[src/rtl/traffic_light_pkg.sv]
// Shared definitions for the traffic-light bus: phase encoding, light codes
// and the legal phase sequence, used by both the controller and the monitor.
package traffic_light_pkg;

  typedef enum logic [1:0] {
    PH_RED     = 2'b00,
    PH_GREEN   = 2'b01,
    PH_YELLOW  = 2'b10,
    PH_UNKNOWN = 2'b11
  } phase_t;

  localparam logic [2:0] LIGHT_RED    = 3'b001;
  localparam logic [2:0] LIGHT_GREEN  = 3'b010;
  localparam logic [2:0] LIGHT_YELLOW = 3'b100;

  function automatic phase_t next_phase(input phase_t p);
    case (p)
      PH_RED:    return PH_GREEN;
      PH_GREEN:  return PH_YELLOW;
      PH_YELLOW: return PH_RED;
      default:   return PH_UNKNOWN;
    endcase
  endfunction

  // Anything that is not exactly one lamp maps to UNKNOWN.
  function automatic phase_t decode_light(input logic [2:0] l);
    case (l)
      LIGHT_RED:    return PH_RED;
      LIGHT_GREEN:  return PH_GREEN;
      LIGHT_YELLOW: return PH_YELLOW;
      default:      return PH_UNKNOWN;
    endcase
  endfunction

endpackage

[src/rtl/traffic_light_monitor_if.sv]
// Traffic-light bus as seen by the monitor: observed light and clear in,
// decoded phase, error flags and statistics out.
interface traffic_light_monitor_if;
  logic [2:0]  light;
  logic        clear;
  logic [1:0]  phase;
  logic        err_onehot;
  logic        err_order;
  logic        err_timing;
  logic        err_sticky;
  logic        cycle_done;
  logic [15:0] cycle_count;
  logic [31:0] last_dwell;

  modport master (
    output light, clear,
    input  phase, err_onehot, err_order, err_timing, err_sticky,
           cycle_done, cycle_count, last_dwell
  );

  modport slave (
    input  light, clear,
    output phase, err_onehot, err_order, err_timing, err_sticky,
           cycle_done, cycle_count, last_dwell
  );
endinterface

[src/rtl/tl_dwell_timer.sv]
// Saturating per-phase dwell counter with the expected-range compare for the
// phase currently being measured.
module tl_dwell_timer
  import traffic_light_pkg::*;
#(
  parameter int RED_CYCLES    = 2500,
  parameter int GREEN_CYCLES  = 2500,
  parameter int YELLOW_CYCLES = 250,
  parameter int TOL           = 0
) (
  input  logic        clk,
  input  logic        reset,
  input  logic        load_i,
  input  logic        hold_i,
  input  logic        clr_i,
  input  phase_t      phase_i,
  output logic [31:0] dwell_o,
  output logic        overrun_o,
  output logic        short_o
);

  logic [31:0] dwell_q, dwell_d;
  logic [31:0] exp_c, lo_c, hi_c;

  always_comb begin
    case (phase_i)
      PH_RED:    exp_c = 32'(RED_CYCLES);
      PH_GREEN:  exp_c = 32'(GREEN_CYCLES);
      PH_YELLOW: exp_c = 32'(YELLOW_CYCLES);
      default:   exp_c = 32'd0;
    endcase
    lo_c = (32'(TOL) >= exp_c) ? 32'd1 : exp_c - 32'(TOL);
    hi_c = exp_c + 32'(TOL);
  end

  always_comb begin
    dwell_d = dwell_q;
    if (clr_i)
      dwell_d = 32'd0;
    else if (load_i)
      dwell_d = 32'd1;
    else if (hold_i && dwell_q != '1)
      dwell_d = dwell_q + 32'd1;
  end

  // Fires only on the increment that first crosses the upper bound.
  assign overrun_o = hold_i && (dwell_d != dwell_q) && (dwell_d == hi_c + 32'd1);
  assign short_o   = dwell_q < lo_c;
  assign dwell_o   = dwell_q;

  always_ff @(posedge clk or posedge reset) begin
    if (reset)
      dwell_q <= 32'd0;
    else
      dwell_q <= dwell_d;
  end

endmodule

[src/rtl/traffic_light_monitor.sv]
// Passive checker for the one-hot traffic-light bus: tracks the phase, flags
// illegal codes, out-of-order transitions and dwell-time violations.
module traffic_light_monitor
  import traffic_light_pkg::*;
#(
  parameter int RED_CYCLES    = 2500,
  parameter int GREEN_CYCLES  = 2500,
  parameter int YELLOW_CYCLES = 250,
  parameter int TOL           = 0
) (
  input logic               clk,
  input logic               reset,
  traffic_light_monitor_if.slave bus
);

  phase_t      state_q, state_d;
  logic        timed_q, timed_d;
  logic        bad_q, bad_d;
  logic        err_onehot_q, err_onehot_d;
  logic        err_order_q, err_order_d;
  logic        err_timing_q, err_timing_d;
  logic        err_sticky_q, err_sticky_d;
  logic        cycle_done_q, cycle_done_d;
  logic [15:0] cycle_count_q, cycle_count_d;
  logic [31:0] last_dwell_q, last_dwell_d;

  phase_t      sample_c;
  logic        legal_c, change_c, load_c, hold_c;
  logic [31:0] dwell_c;
  logic        overrun_c, short_c;

  assign sample_c = decode_light(bus.light);
  assign legal_c  = (sample_c != PH_UNKNOWN);
  assign load_c   = legal_c && (sample_c != state_q);
  assign hold_c   = legal_c && (sample_c == state_q);
  assign change_c = load_c && (state_q != PH_UNKNOWN);

  tl_dwell_timer #(
    .RED_CYCLES   (RED_CYCLES),
    .GREEN_CYCLES (GREEN_CYCLES),
    .YELLOW_CYCLES(YELLOW_CYCLES),
    .TOL          (TOL)
  ) u_dwell (
    .clk      (clk),
    .reset    (reset),
    .load_i   (load_c),
    .hold_i   (hold_c),
    .clr_i    (!legal_c),
    .phase_i  (state_q),
    .dwell_o  (dwell_c),
    .overrun_o(overrun_c),
    .short_o  (short_c)
  );

  always_ff @(posedge clk or posedge reset) begin
    if (reset) begin
      state_q       <= PH_UNKNOWN;
      timed_q       <= 1'b0;
      bad_q         <= 1'b0;
      err_onehot_q  <= 1'b0;
      err_order_q   <= 1'b0;
      err_timing_q  <= 1'b0;
      err_sticky_q  <= 1'b0;
      cycle_done_q  <= 1'b0;
      cycle_count_q <= 16'd0;
      last_dwell_q  <= 32'd0;
    end else begin
      state_q       <= state_d;
      timed_q       <= timed_d;
      bad_q         <= bad_d;
      err_onehot_q  <= err_onehot_d;
      err_order_q   <= err_order_d;
      err_timing_q  <= err_timing_d;
      err_sticky_q  <= err_sticky_d;
      cycle_done_q  <= cycle_done_d;
      cycle_count_q <= cycle_count_d;
      last_dwell_q  <= last_dwell_d;
    end
  end

  // A phase entered from SYNC is only trustworthy if we saw it start, i.e.
  // the sample just before it was an illegal code rather than reset.
  always_comb begin
    state_d = state_q;
    timed_d = timed_q;
    bad_d   = bad_q;
    if (!legal_c) begin
      state_d = PH_UNKNOWN;
      timed_d = 1'b0;
      bad_d   = 1'b1;
    end else if (state_q == PH_UNKNOWN) begin
      state_d = sample_c;
      timed_d = bad_q;
      bad_d   = 1'b0;
    end else if (change_c) begin
      state_d = sample_c;
      timed_d = 1'b1;
    end
  end

  always_comb begin
    err_onehot_d = !legal_c;
    err_order_d  = change_c && (sample_c != next_phase(state_q));
    err_timing_d = timed_q && ((change_c && short_c) || (hold_c && overrun_c));
    cycle_done_d = change_c && (state_q == PH_YELLOW) && (sample_c == PH_RED);
    last_dwell_d = change_c ? dwell_c : last_dwell_q;
    err_sticky_d = (err_sticky_q && !bus.clear) ||
                   err_onehot_d || err_order_d || err_timing_d;
    if (bus.clear)
      cycle_count_d = {15'd0, cycle_done_d};
    else
      cycle_count_d = cycle_count_q + {15'd0, cycle_done_d};
  end

  assign bus.phase       = state_q;
  assign bus.err_onehot  = err_onehot_q;
  assign bus.err_order   = err_order_q;
  assign bus.err_timing  = err_timing_q;
  assign bus.err_sticky  = err_sticky_q;
  assign bus.cycle_done  = cycle_done_q;
  assign bus.cycle_count = cycle_count_q;
  assign bus.last_dwell  = last_dwell_q;

endmodule

[src/flat_wrapper.sv]
// flat-port wrapper written by rule: the top's interface ports become plain ports
module traffic_light_monitor_flat import traffic_light_pkg::*;
#(
  parameter int RED_CYCLES    = 2500,
  parameter int GREEN_CYCLES  = 2500,
  parameter int YELLOW_CYCLES = 250,
  parameter int TOL           = 0
)
  (clk, reset, bus_light, bus_clear, bus_phase, bus_err_onehot, bus_err_order, bus_err_timing, bus_err_sticky, bus_cycle_done, bus_cycle_count, bus_last_dwell);
  traffic_light_monitor_if bus_i ();
  input logic clk;
  input logic reset;
  input wire logic [$bits(bus_i.light)-1:0] bus_light;
  input wire logic [$bits(bus_i.clear)-1:0] bus_clear;
  output wire logic [$bits(bus_i.phase)-1:0] bus_phase;
  output wire logic [$bits(bus_i.err_onehot)-1:0] bus_err_onehot;
  output wire logic [$bits(bus_i.err_order)-1:0] bus_err_order;
  output wire logic [$bits(bus_i.err_timing)-1:0] bus_err_timing;
  output wire logic [$bits(bus_i.err_sticky)-1:0] bus_err_sticky;
  output wire logic [$bits(bus_i.cycle_done)-1:0] bus_cycle_done;
  output wire logic [$bits(bus_i.cycle_count)-1:0] bus_cycle_count;
  output wire logic [$bits(bus_i.last_dwell)-1:0] bus_last_dwell;
  assign bus_i.light = bus_light;
  assign bus_i.clear = bus_clear;
  assign bus_phase = bus_i.phase;
  assign bus_err_onehot = bus_i.err_onehot;
  assign bus_err_order = bus_i.err_order;
  assign bus_err_timing = bus_i.err_timing;
  assign bus_err_sticky = bus_i.err_sticky;
  assign bus_cycle_done = bus_i.cycle_done;
  assign bus_cycle_count = bus_i.cycle_count;
  assign bus_last_dwell = bus_i.last_dwell;
  traffic_light_monitor #(.RED_CYCLES(RED_CYCLES), .GREEN_CYCLES(GREEN_CYCLES), .YELLOW_CYCLES(YELLOW_CYCLES), .TOL(TOL)) u_core (.clk(clk), .reset(reset), .bus(bus_i));
endmodule
[config.mk]
export PLATFORM = sky130hd
export DESIGN_NAME = traffic_light_monitor_flat
export DESIGN_NICKNAME = d
export VERILOG_FILES = /design/src/rtl/traffic_light_pkg.sv /design/src/rtl/traffic_light_monitor_if.sv /design/src/rtl/tl_dwell_timer.sv /design/src/rtl/traffic_light_monitor.sv /design/src/flat_wrapper.sv
export SDC_FILE = /design/constraint.sdc
export NUM_CORES = 1
export LEC_CHECK = 0
export ABC_AREA = 0
export BUFFER_PORTS_ARGS = -buffer_cell sky130_fd_sc_hd__clkbuf_2
export CORE_MARGIN = 3
export CORE_UTILIZATION = 40
export CTS_CLUSTER_SIZE = 40
export DETAILED_ROUTE_END_ITERATION = 8
export PLACE_DENSITY = 0.67
export SKIP_LAST_GASP = 1
export SLEW_MARGIN = 10
export SYNTH_ARGS = -nofsm -noshare
export SYNTH_HDL_FRONTEND = slang
export SYNTH_SLANG_ARGS = --single-unit
[constraint.sdc]
create_clock -name clk -period 6.95 [get_ports clk]
set_clock_uncertainty 0.05 [all_clocks]
set_input_delay 1.0425 -clock clk [delete_from_list [all_inputs] [get_ports clk]]
set_output_delay 1.0425 -clock clk [all_outputs]
set_load 0.01 [all_outputs]
==> results.md <==
- CTS-repair resized insts: 0
- WHS Path Cells: 1
- Max-slew violations: 0
- Initial drt markers: 395
- First-pass GRT wire length: 19400 um
- Vias in the first global route: 3813
- Die area: 13800 um2
- Peak supply drop: 0.104 mV
- Most frequent cells in the layout: dfrtp_1 (87), clkbuf_2 (60), nor2_1 (48), mux2_2 (34), xor2_1 (22)
- CTS tree: yes
- Via density per instance: 5.48
- Worst slew margin: 43.9%
- Layout area overhead: 14.2%
- Final WS setup: 3400 ps
- Worst r2r path cells: 9
- Effective utilization at floorplan: 41.1%
- Nets: 542
- H-tree depth: 3
- Final wirelength: 11200 um
- Sequential area share after synthesis: 44.9%
- First-pass detailed-route iteration total: 4
- Worst Path Max Fanout: 12
- Antenna Cells: 0
- GRT Resource Usage Total: 16.9%
- Synth Flop Type: dfrtp_1
- Pwr dens: 193 nW/um2
- Pleak: 2.55 nW
- Ys Warns: 0
- Ys async rst share: 100%
- Layout cells sized above 1: 26.8%
- Rows: 40
- Clk sink count: 89
- Largest family of logic cells by synthesized area: simple AND/OR/NAND/NOR gates
- Detail Route Antenna Nets: 0
- CP Launch Type: register
- Main area contributors after synthesis: dfrtp_1 (44%), mux2_2 (7.7%), ha_1 (4.5%), xor2_1 (3.9%), nor2_1 (3.6%)
- Total grt overflow: 0
- Post-synthesis compound-gate area fraction: 10.9%
- Crit path required time: 7160 ps
- I/O Pins: 61
- Synth top area share: 43.9%
- Longest Clk Path Bufs: 2
- Via count: 3784
- Hold WC Path Type: reg2reg
- Initial antenna violation count: 0
- Final Hold Fails: 0
- Total power: 1.09 mW
- Pre-CTS setup slack: 3280 ps
- Design area: 5670 um2
- Largest area contributor in the netlist: dfrtp_1
- Post-Synth Adder-Cell Area: 4.74%
- Placer congestion estimate: 0.897
- Fill count: 1107
- Routed length per instance: 16.2 um
- DRC: 0
- Distinct cells, synth: 64
- Largest net degree at the start of global routing: 90
- Mapped Area: 4960 um2
- Clock slew at reported path FFs: 70 ps
- Nature of the critical path endpoint: register
- Tightest Pin Transition: 837 ps
- Min cycle time layout: 3550 ps
- Average size of a mapped cell: 10.6 um2
- Crit path DAT: 3770 ps
- Cells after synthesis: 469
- Commonest non-fill, non-tap cell in the layout: dfrtp_1
- Post-CTS Setup Repair Bufs: 0
- Max cap viols: 0
- Hold buffers post-CTS: 0
- F_max: 0.282 GHz
- Setup violators final: 0
- Core Area: 12100 um2
- Setup TNS: 0 ps
- Tcrit/Tclk final: 51.1%
- DP HPWL: 7930 um
- Setup CP Type: reg2reg
- Skew-Pair Late Insertion Delay: 340 ps
- Post-DP Area: 5340 um2
- Status: completed
- Port bufs: 60
- Root Buffer Master: clkbuf_16
- Hold Slack: 441 ps
- Synth Area in XOR/XNOR: 7.24%
- Mux cell area share after synthesis: 8.32%
- Post-synth EDFFs: 0
- Die height: 117 um
- Post-synthesis register bit count: 89
- Die W: 117 um
- Net count after synthesis: 493
- Total clock buffers created by CTS: 9
- Simple-gate share of the synthesized area: 19.9%
- Unrepaired setup endpoints after global routing: no
[synthesized netlist by cell type, types with 7 or more instances]
master,count
nand3_1,19
nand2_1,21
nor3_1,9
nand4_1,15
inv_1,9
o21ai_0,14
buf_2,11
nor2_1,48
a31oi_1,7
mux2_2,34
or3_1,12
xnor2_1,19
xor2_1,22
ha_1,18
a21oi_1,13
dfrtp_1,87
and3_1,7
[critical path, cell delays in order, from the launching register on]
cell and delay (ps):
dfrtp_1 490, ha_1 300, and4_1 430, nand4_2 190, nor3_2 670, mux2_2 440
a2111oi_1 410, a41o_1 190, nand4_2 130, o21ai_1 180
[through the flow]
step / utilization, % / cells
final: 47.0 / 691
after global routing: 47.0 / 691
after CTS: 46.7 / 690
after detailed placement: 44.3 / 674
after global placement: 44.3 / 674
after floorplan: - / 469
[layer usage]
layer | vias up | track usage, % | wire length, um
met5 | - | 0 | 0
li1 | 1813 | - | -
met1 | 1860 | 23.0 | 5230
met4 | 0 | 6.45 | 227
met2 | 94 | 26.1 | 5160
met3 | 17 | 4.24 | 543
[registers in the layout, indices dropped and copies added, names as in the netlist]
signal / cells
u_core.bad_q: 1
u_core.bus.cycle_count: 16
u_core.bus.cycle_done: 1
u_core.bus.err_onehot: 1
u_core.bus.err_order: 1
u_core.bus.err_sticky: 1
u_core.bus.err_timing: 1
u_core.bus.last_dwell: 32
u_core.bus.phase: 2
u_core.timed_q: 1
u_core.u_dwell.dwell_o: 32
[layout make-up]
type                            instances  area, um2  share of cell area, %
Multi-Input combinational cell        345       2540                   44.9
Sequential cell                        89       2230                   39.4
Timing Repair Buffer                   64        350                   6.18
Clock buffer                            9        225                   3.98
Tap cell                              168        210                   3.71
Clock inverter                          7       70.1                   1.24
Inverter                                9       35.0                  0.618
[cell families (layout without fill, tap and decap cells)]
group                      Yosys count  count (layout)
DFF                                 89              89
AOI/OAI and AO/OA                   72              72
buffers and inverters               35              89
xor gates and xnor gates            41              41
adders and majority gates           19              19
muxes                               37              37
and+or+nand+nor                    176             176
[power breakdown]
group / internal (mW) / switching, mW
Clock: 0.278 / 0.201
Combinational: 0.0320 / 0.0479
Sequential: 0.526 / 0.00759
Total: 0.836 / 0.256
[final timing paths]
| check | endpoint | slack, ps | start |
|---|---|---|---|
| max | u_core.bus.err_timing | 3400 | u_core.u_dwell.dwell_o[0] |
| min | u_core.bad_q | 440 | u_core.bad_q |
| max reg2reg | u_core.bus.err_timing | 3400 | u_core.u_dwell.dwell_o[0] |
| min reg2reg | u_core.bad_q | 440 | u_core.bad_q |
| max in group asynchronous | u_core.bus.phase[1] | 5400 | reset |
| min in group asynchronous | u_core.bus.last_dwell[28] | 770 | reset |
(Power assumes the default switching activity.)
